===== config.mk =====
export PLATFORM = sky130hd
export DESIGN_NAME = usb_rx_timer_flat
export DESIGN_NICKNAME = d
export VERILOG_FILES = /design/src/rtl/usb_rx_pkg.sv /design/src/rtl/usb_rx_timer_if.sv /design/src/rtl/flex_counter.sv /design/src/rtl/usb_rx_timer.sv /design/src/flat_wrapper.sv
export SDC_FILE = /design/constraint.sdc
export NUM_CORES = 1
export LEC_CHECK = 0
export ABC_AREA = 1
export CORE_AREA = 2 2 39 41
export DETAILED_ROUTE_END_ITERATION = 16
export DIE_AREA = 0 0 41 43
export PLACE_DENSITY = 0.47
export SYNTH_ARGS = -nofsm -noshare
export SYNTH_HDL_FRONTEND = slang
export SYNTH_SLANG_ARGS = --single-unit
export TNS_END_PERCENT = 1

===== constraint.sdc =====
create_clock -name clk -period 2.7 [get_ports clk]
set_input_delay 0.27 -clock clk [delete_from_list [all_inputs] [get_ports clk]]
set_output_delay 0.27 -clock clk [all_outputs]
set_load 0.005 [all_outputs]

===== src/rtl/usb_rx_pkg.sv =====
// Shared constants for the USB receive path.
//   USB_OVERSAMPLE   : clocks per bit period
//   USB_SAMPLE_PHASE : phase count at which a bit is sampled
//   USB_STUFF_LIMIT  : consecutive 1s after which a stuffed 0 is expected
//   USB_SYNC_BYTE    : SYNC pattern (used by the receive control unit)
package usb_rx_pkg;

    localparam int unsigned USB_OVERSAMPLE   = 8;
    localparam int unsigned USB_SAMPLE_PHASE = 3;
    localparam int unsigned USB_STUFF_LIMIT  = 6;
    localparam logic [7:0]  USB_SYNC_BYTE    = 8'b1000_0000;

    // Bits needed to hold values 0..n-1, never less than 1.
    function automatic int unsigned cnt_width(input int unsigned n);
        return (n > 1) ? $clog2(n) : 1;
    endfunction

endpackage


===== src/rtl/usb_rx_timer_if.sv =====
// Signal bundle between the bit-timing stage and its neighbours.
//   master : drives line/control inputs (rcving, d_edge, d_orig, eop)
//   slave  : the timer; drives shift_enable, byte_received, stuff_error
interface usb_rx_timer_if;

    logic rcving;
    logic d_edge;
    logic d_orig;
    logic eop;
    logic shift_enable;
    logic byte_received;
    logic stuff_error;

    modport master (
        output rcving, d_edge, d_orig, eop,
        input  shift_enable, byte_received, stuff_error
    );

    modport slave (
        input  rcving, d_edge, d_orig, eop,
        output shift_enable, byte_received, stuff_error
    );

endinterface


===== src/rtl/flex_counter.sv =====
// Parameterised-width up-counter with rollover.
//   clk, n_rst       : clock, asynchronous active-low reset
//   clear_i          : synchronous clear to 0 (highest priority)
//   restart_i        : current cycle counts as 0, so next value is 1
//   count_enable_i   : advance the count
//   rollover_val_i   : last value before wrapping to 0
//   count_o          : current count
//   rollover_flag_o  : registered one-cycle pulse after a wrap
module flex_counter #(
    parameter int unsigned NumCntBits = 4
) (
    input  logic                  clk,
    input  logic                  n_rst,
    input  logic                  clear_i,
    input  logic                  restart_i,
    input  logic                  count_enable_i,
    input  logic [NumCntBits-1:0] rollover_val_i,
    output logic [NumCntBits-1:0] count_o,
    output logic                  rollover_flag_o
);

    logic [NumCntBits-1:0] count_q, count_d;
    logic                  flag_q, flag_d;

    always_comb begin
        count_d = count_q;
        flag_d  = 1'b0;
        if (clear_i) begin
            count_d = '0;
        end else if (restart_i) begin
            count_d = NumCntBits'(1);
        end else if (count_enable_i) begin
            if (count_q == rollover_val_i) begin
                count_d = '0;
                flag_d  = 1'b1;
            end else begin
                count_d = count_q + NumCntBits'(1);
            end
        end
    end

    always_ff @(posedge clk or negedge n_rst) begin
        if (!n_rst) begin
            count_q <= '0;
            flag_q  <= 1'b0;
        end else begin
            count_q <= count_d;
            flag_q  <= flag_d;
        end
    end

    assign count_o         = count_q;
    assign rollover_flag_o = flag_q;

endmodule


===== src/rtl/usb_rx_timer.sv =====
// USB receive bit-timing stage: recovers sample points from the oversampled
// line, strobes shift_enable per data bit, pulses byte_received per byte and
// (when USB_RX_BIT_UNSTUFF_EN is defined) drops stuffed bits and flags stuff
// violations. With the macro undefined every sample point shifts and
// stuff_error is tied low.
//   clk, n_rst : clock (OVERSAMPLE x bit rate), asynchronous active-low reset
//   rx_io      : usb_rx_timer_if.slave (rcving, d_edge, d_orig, eop in;
//                shift_enable, byte_received, stuff_error out)
module usb_rx_timer
    import usb_rx_pkg::*;
#(
    parameter int unsigned OVERSAMPLE    = USB_OVERSAMPLE,
    parameter int unsigned SAMPLE_PHASE  = USB_SAMPLE_PHASE,
    parameter int unsigned BITS_PER_BYTE = 8
) (
    input logic            clk,
    input logic            n_rst,
    usb_rx_timer_if.slave  rx_io
);

    localparam int unsigned PhaseW = cnt_width(OVERSAMPLE);
    localparam int unsigned BitW   = cnt_width(BITS_PER_BYTE);

    logic [PhaseW-1:0] phase_cnt;
    logic              sample;
    logic              shift_en;

    // d_edge restarts the phase so the edge cycle is phase 0.
    flex_counter #(
        .NumCntBits (PhaseW)
    ) u_phase_cnt (
        .clk             (clk),
        .n_rst           (n_rst),
        .clear_i         (!rx_io.rcving),
        .restart_i       (rx_io.d_edge),
        .count_enable_i  (1'b1),
        .rollover_val_i  (PhaseW'(OVERSAMPLE - 1)),
        .count_o         (phase_cnt),
        .rollover_flag_o ()
    );

    assign sample = rx_io.rcving && (phase_cnt == PhaseW'(SAMPLE_PHASE));

    flex_counter #(
        .NumCntBits (BitW)
    ) u_bit_cnt (
        .clk             (clk),
        .n_rst           (n_rst),
        .clear_i         (!rx_io.rcving),
        .restart_i       (1'b0),
        .count_enable_i  (shift_en),
        .rollover_val_i  (BitW'(BITS_PER_BYTE - 1)),
        .count_o         (),
        .rollover_flag_o (rx_io.byte_received)
    );

`ifdef USB_RX_BIT_UNSTUFF_EN
    localparam int unsigned OnesW = cnt_width(USB_STUFF_LIMIT + 1);

    logic [OnesW-1:0] ones_q, ones_d;
    logic             stuff_err_q, stuff_err_d;
    logic             stuff_slot;

    // After USB_STUFF_LIMIT ones the next bit is a stuffed 0 and is dropped.
    assign stuff_slot = sample && (ones_q == OnesW'(USB_STUFF_LIMIT));
    assign shift_en   = sample && !stuff_slot;

    always_comb begin
        ones_d      = ones_q;
        stuff_err_d = 1'b0;
        if (!rx_io.rcving) begin
            ones_d = '0;
        end else if (stuff_slot) begin
            ones_d      = '0;
            stuff_err_d = rx_io.d_orig;
        end else if (sample) begin
            if (rx_io.d_orig && !rx_io.eop) begin
                ones_d = ones_q + OnesW'(1);
            end else begin
                ones_d = '0;
            end
        end
    end

    always_ff @(posedge clk or negedge n_rst) begin
        if (!n_rst) begin
            ones_q      <= '0;
            stuff_err_q <= 1'b0;
        end else begin
            ones_q      <= ones_d;
            stuff_err_q <= stuff_err_d;
        end
    end

    assign rx_io.stuff_error = stuff_err_q;
`else
    assign shift_en          = sample;
    assign rx_io.stuff_error = 1'b0;
`endif

    assign rx_io.shift_enable = shift_en;

endmodule


===== src/flat_wrapper.sv =====
// flat-port wrapper written by rule: the top's interface ports become plain ports
module usb_rx_timer_flat import usb_rx_pkg::*;
#(
    parameter int unsigned OVERSAMPLE    = USB_OVERSAMPLE,
    parameter int unsigned SAMPLE_PHASE  = USB_SAMPLE_PHASE,
    parameter int unsigned BITS_PER_BYTE = 8
)
  (clk, n_rst, rx_io_rcving, rx_io_d_edge, rx_io_d_orig, rx_io_eop, rx_io_shift_enable, rx_io_byte_received, rx_io_stuff_error);
  usb_rx_timer_if rx_io_i ();
  input logic clk;
  input logic n_rst;
  input wire logic [$bits(rx_io_i.rcving)-1:0] rx_io_rcving;
  input wire logic [$bits(rx_io_i.d_edge)-1:0] rx_io_d_edge;
  input wire logic [$bits(rx_io_i.d_orig)-1:0] rx_io_d_orig;
  input wire logic [$bits(rx_io_i.eop)-1:0] rx_io_eop;
  output wire logic [$bits(rx_io_i.shift_enable)-1:0] rx_io_shift_enable;
  output wire logic [$bits(rx_io_i.byte_received)-1:0] rx_io_byte_received;
  output wire logic [$bits(rx_io_i.stuff_error)-1:0] rx_io_stuff_error;
  assign rx_io_i.rcving = rx_io_rcving;
  assign rx_io_i.d_edge = rx_io_d_edge;
  assign rx_io_i.d_orig = rx_io_d_orig;
  assign rx_io_i.eop = rx_io_eop;
  assign rx_io_shift_enable = rx_io_i.shift_enable;
  assign rx_io_byte_received = rx_io_i.byte_received;
  assign rx_io_stuff_error = rx_io_i.stuff_error;
  usb_rx_timer #(.OVERSAMPLE(OVERSAMPLE), .SAMPLE_PHASE(SAMPLE_PHASE), .BITS_PER_BYTE(BITS_PER_BYTE)) u_core (.clk(clk), .n_rst(n_rst), .rx_io(rx_io_i));
endmodule

==> reports/metrics.cfg, run 1 <==
[global_route]
grt_max_degree=8
grt_pass1_vias=252
grt_pass1_wl_um=979
grt_usage_pct=9.00
overflow=0
antenna_found_initial=0

[routing]
ant_nets=0
drt_iter0_markers=6
num_vias=244
firstDrtPassIters=4
wl_per_cell_um=8.85
drc_errors=0
via_per_inst=3.94
wl_um=549

[critical_path]
r2r_start=u_core.u_phase_cnt.count_o[0]
cp.required_ps=2430
path_common_cell=ha_1
critPathArrivalTime_ps=1660
critPathLaunchType=register
crit_start=u_core.u_phase_cnt.count_o[0]
endpoint_kind=primary output
critical_path_buf_inv_count=2
critPathTopFamily=buffers and inverters
crit_path_top_delay_cell=clkdlybuf4s50_1
worstSetupPathType=reg -> out
worstPathCellList=ha_1 -> ha_1 -> nand2_1 -> inv_2 -> clkdlybuf4s50_1
critPathMaxStageDelay_ps=440
cp_max_fo=4

[synth]
synth_nets=49
synth_largest_area_cell=dfrtp_1
yosys_register_bits=7
ys_seq_area_share_pct=50.5
synth_top_cell_area_share_pct=50.5
synth.avg_cell_area_sq_um=9.12
synth.cell_area_sq_um=347
yosysWarnings=0
yosysUniqueCellTypes=11
yosys-top-cells-area=dfrtp_1, ha_1, nand2_1
synth_cells=38

[timing]
timing.final.crit_share_pct=71.4
fin_setup_tns_ps=0
setup_viol=0
rsz0062_at_grt=no
fmax_ghz=0.519
skew_ps=8.57
fin_crit_ps=1930
hold_viol_final=0
drv_slew=0

[worst_hold_path]
worstHoldPathType=in -> async

[place]
place_hpwl_um=423
io_buffers=5
placed_cell_area_sq_um=409
gp_congestion=0.661

[clock_tree]
path_clk_slew_ps=50
clkSinkCount=7
post-cts-setup-buffer-count=0
cts_max_level=1
cts_made_buffers=3
clk_path_buf_depth=2
ctsHoldBuffers=0
cts_resized=0
insertion_delay_ps=250
root_buffer=clkbuf_4
cts_tree=built

[final_layout]
nets=58
diodes=0
drive_above_1_share_pct=13.0
num-fill-cells=151
area_growth_pct=25.6
final_area_sq_um=435

[status]
status=completed

[power]
p_leak_nw=0.235
ir_drop_mv=0.293
power.density_nw_per_um2=506

[run]
max-cap-violations=0

[floorplan]
initial_core_util_pct=25.0
core_area_sq_um=1380
die_area_sq_um=1760
io_pins=9
die_w_um=41
die_h_um=43
num_rows=14

==> placed cells by master (no fill, tap or decap) <==
cell,Yosys,final
inv_1,3,3
conb_1,1,1
ha_1,5,5
clkbuf_1,0,1
nor2_1,6,6
nor3_1,1,1
clkdlybuf4s50_1,0,5
nand2_1,10,10
nor3b_1,1,1
dfrtp_1,7,7
nor2_2,1,1
clkbuf_4,0,3
inv_2,2,2
==> metrics by stage <==
| stage | setup WS, ps | utilization (%) | total power (W) | hold slack (ps) | std cells |
|---|---|---|---|---|---|
| after floorplan | 1530 | - | 0.000119 | -25.6 | 38 |
| after global placement | 990 | 29.6 | 0.000127 | 463 | 58 |
| after detailed placement | 995 | 29.6 | 0.000127 | 472 | 58 |
| after CTS | 765 | 31.5 | 0.000225 | 283 | 62 |
| after global routing | 706 | 31.5 | 0.000234 | 298 | 62 |
| final | 772 | 31.5 | 0.000220 | 275 | 62 |
==> final cells by class <==
cell class,count,area (sq um),area share (%)
inverter,5,18.8,4.31
clock buffer,4,26.3,6.03
multi-input combinational,25,145,33.3
tap,16,20.0,4.60
timing repair buffer,5,50.0,11.5
sequential,7,175,40.2
==> logic make-up (layout without fill, tap and decap cells) <==
family | Yosys count | in the layout | synth area share, %
other | 1 | 1 | 1.08
flip-flops | 7 | 7 | 50.5
AND/OR/NAND/NOR | 19 | 19 | 22.7
buffers and inverters | 6 | 14 | 7.58
adder cells (fa/ha/maj) | 5 | 5 | 18.1
==> routing by layer <==
layer	vias up	GRT usage, %	wire, um
met5	-	0	0
met1	108	10.2	259
met4	0	4.00	0
met3	0	9.42	51
met2	9	10.6	238
li1	127	-	-
==> cells in the mapped netlist <==
cell,instances
nor3b_1,1
nor2_2,1
buf_4,1
nand2_1,10
inv_2,2
ha_1,5
nor3_1,1
inv_1,3
dfrtp_1,7
nor2_1,6
conb_1,1
==> where the power goes <==
part           leakage (nW)  total (W)  internal, W  switching (W)
combinational         0.125  0.0000164   0.00000775     0.00000861
clock                0.0150  0.0000947    0.0000564      0.0000384
sequential           0.0954   0.000109     0.000108     0.00000141
total                 0.235   0.000220     0.000172      0.0000484
==> flip-flops by register name (all words and copies together), names as in the netlist <==
signal                            flops
u_core.u_phase_cnt.count_o            3
u_core.u_bit_cnt.count_o              3
u_core.u_bit_cnt.rollover_flag_o      1
==> worst reg2reg max path, stage by stage, from the launching register on <==
cell	delay [ps]
dfrtp_1	380
ha_1	230
ha_1	210
nand2_1	100
inv_2	60
nand2_1	60
nand2_1	50
==> final timing paths <==
check	endpoint	slack, ps	depth (start not counted)
max	rx_io_shift_enable	770	5
min	u_core.u_bit_cnt.rollover_flag_o	280	1
max reg2reg	u_core.u_bit_cnt.count_o[1]	1510	6
min reg2reg	u_core.u_bit_cnt.count_o[1]	470	2
max in group asynchronous	u_core.u_phase_cnt.count_o[0]	2170	1
min in group clk	u_core.u_bit_cnt.count_o[1]	470	2
(Power assumes the default switching activity.)
==> run 2: changes to the inputs <==
- PLACE_DENSITY: 0.47 -> 0.49
- clock period: 2.7 -> 1.72 ns (I/O delays scaled with it)
==> run 2 against run 1 <==
  * Clock power up 56%
  * Routed wire length grew 16%
  * Flip-flop and latch count stayed put
  * Highest routed layer is now met4
  * Largest power group unchanged
  * Clock skew fell by 7.7 ps
  * Setup slack worse by 630 ps
  * Power increased by 58%
  * Register-to-register slack got worse by 910 ps
  * Utilization grew 1.7 points
  * First-iteration DRC count decreased by 100%
  * Sequential power increased by 58%
  * Via count is 4.1% higher
  * Cell area grew 5.5%
==> reports/metrics.cfg, run 2 (same netlist as run 1, synthesis figures left out) <==
[routing]
wl_um=637  ; was 549 um
ant_nets=0  ; unchanged
drt_iter0_markers=0  ; was 6
via_per_inst=4.10  ; was 3.94
drc_errors=0  ; unchanged
firstDrtPassIters=1  ; was 4
wl_per_cell_um=10.3  ; was 8.85 um
num_vias=254  ; was 244

[critical_path]
critPathLaunchType=register  ; unchanged
cp_max_fo=4  ; unchanged
cp.required_ps=1550  ; was 2430 ps
endpoint_kind=primary output  ; unchanged
worstSetupPathType=reg -> out  ; unchanged
critPathArrivalTime_ps=1410  ; was 1660 ps

[floorplan]
die_h_um=43  ; unchanged
io_pins=9  ; unchanged
num_rows=14  ; unchanged
core_area_sq_um=1380  ; unchanged
die_w_um=41  ; unchanged
die_area_sq_um=1760  ; unchanged
initial_core_util_pct=25.0  ; unchanged

[clock_tree]
root_buffer=clkbuf_4  ; unchanged
path_clk_slew_ps=50  ; about the same
cts_max_level=1  ; unchanged
clk_path_buf_depth=2  ; unchanged
post-cts-setup-buffer-count=0  ; unchanged
cts_made_buffers=3  ; unchanged
insertion_delay_ps=250  ; about the same
cts_tree=built  ; unchanged
clkSinkCount=7  ; unchanged

[final_layout]
drive_above_1_share_pct=17.4  ; was 13.0%
area_growth_pct=32.5  ; was 25.6%
diodes=0  ; unchanged
nets=58  ; unchanged
final_core_util_pct=33.2  ; was 31.5%
num-fill-cells=143  ; was 151
final_common_cell=nand2_1  ; unchanged
final_cell_mix=nand2_1, dfrtp_1, nor2_1, clkdlybuf4s50_1  ; was nand2_1, dfrtp_1, nor2_1, ha_1, clkdlybuf4s50_1

[power]
ir_drop_mv=0.452  ; was 0.293 mV
p_leak_nw=0.240  ; was 0.235 nW
power.density_nw_per_um2=759  ; was 506 nW/um^2

[timing]
fin_crit_ps=1580
worst_slack_ps=142  ; was 772 ps
fmax_ghz=0.634
skew_ps=0.852  ; was 8.57 ps
hold_viol_final=0  ; unchanged
rsz0062_at_grt=no  ; unchanged
setup_viol=0  ; unchanged
fin_setup_tns_ps=0  ; unchanged
timing.final.crit_share_pct=91.8
drv_slew=0  ; unchanged

[place]
gp_congestion=0.637  ; was 0.661
io_buffers=5  ; unchanged
place_hpwl_um=445  ; was 423 um
pre_cts_ws_ps=149  ; was 995 ps

[status]
status=completed  ; unchanged

[global_route]
overflow=0  ; unchanged
grt_usage_pct=9.69  ; was 9.00%
grt_max_degree=8  ; unchanged
antenna_found_initial=0  ; unchanged
grt_pass1_wl_um=993  ; was 979 um
grt_pass1_vias=229  ; was 252

[worst_hold_path]
worstHoldPathType=in -> async  ; unchanged

[run]
max-cap-violations=0  ; unchanged

## run 2: changes by cell type in the layout (fill, tap and decap cells not counted)
| cell | change |
|---|---|
| ha_1 | -2 |
| ha_4 | +2 |
| clkdlybuf4s50_1 | -1 |
| dlygate4sd2_1 | +1 |
## run 2: critical path: stages, from the launching register on
cell and delay, ps:
dfrtp_1 400, ha_4 190, ha_4 160, nand2_1 90, inv_2 60, dlygate4sd2_1 260
## run 2: report_power, final
group          internal [W]  total (W)  leakage [nW]  switching, W
clock             0.0000885   0.000148        0.0150     0.0000596
combinational     0.0000142  0.0000282         0.130     0.0000141
sequential         0.000169   0.000172        0.0954    0.00000343
## run 2: area by class of cell
class                   count  area (sq um)  share of cell area [%]
flip-flops and latches      7           175                    38.1
inverters                   5          18.8                    4.09
repair buffers              5          48.8                    10.6
clock buffers               4          26.3                    5.72
multi-input cells          25           170                    37.1
well taps                  16          20.0                    4.36
## run 2: repair_timing
action / CTS / global route
endpoints found under the setup margin: 1 / 0
hold buffers: 0 / 0
resized for setup: 5 / 0
## run 2: routing by layer
metal,wire length [um],share of wire (%),track usage [%],vias to the layer above
met5,0,0,0,-
met4,14,2.2,6.00,0
met3,56,8.8,9.42,2
met2,298,47,11.9,8
met1,268,42,10.1,115
li1,-,-,-,129
## run 2: through the flow
step           std cells  power, W  hold slack (ps)  instance area [sq um]
5_1_grt               62  0.000378              201                    459
2_1_floorplan         38  0.000187             -124                    347
3_5_place_dp          58  0.000200              459                    409
3_3_place_gp          58  0.000199              461                    409
6_report              62  0.000349              182                    459
4_1_cts               62  0.000354              189                    459
## run 2: final timing paths
kind / startpoint / endpoint / slack (ps) / depth (start not counted)
min in group clk: u_core.u_bit_cnt.count_o[1] / u_core.u_bit_cnt.count_o[1] / 490 / 2
max in group asynchronous: n_rst / u_core.u_bit_cnt.rollover_flag_o / 1300 / 1
max: u_core.u_phase_cnt.count_o[0] / rx_io_shift_enable / 140 / 5
min reg2reg: u_core.u_bit_cnt.count_o[1] / u_core.u_bit_cnt.count_o[1] / 490 / 2
max reg2reg: u_core.u_phase_cnt.count_o[0] / u_core.u_bit_cnt.count_o[1] / 600 / 6
min: n_rst / u_core.u_phase_cnt.count_o[1] / 180 / 1
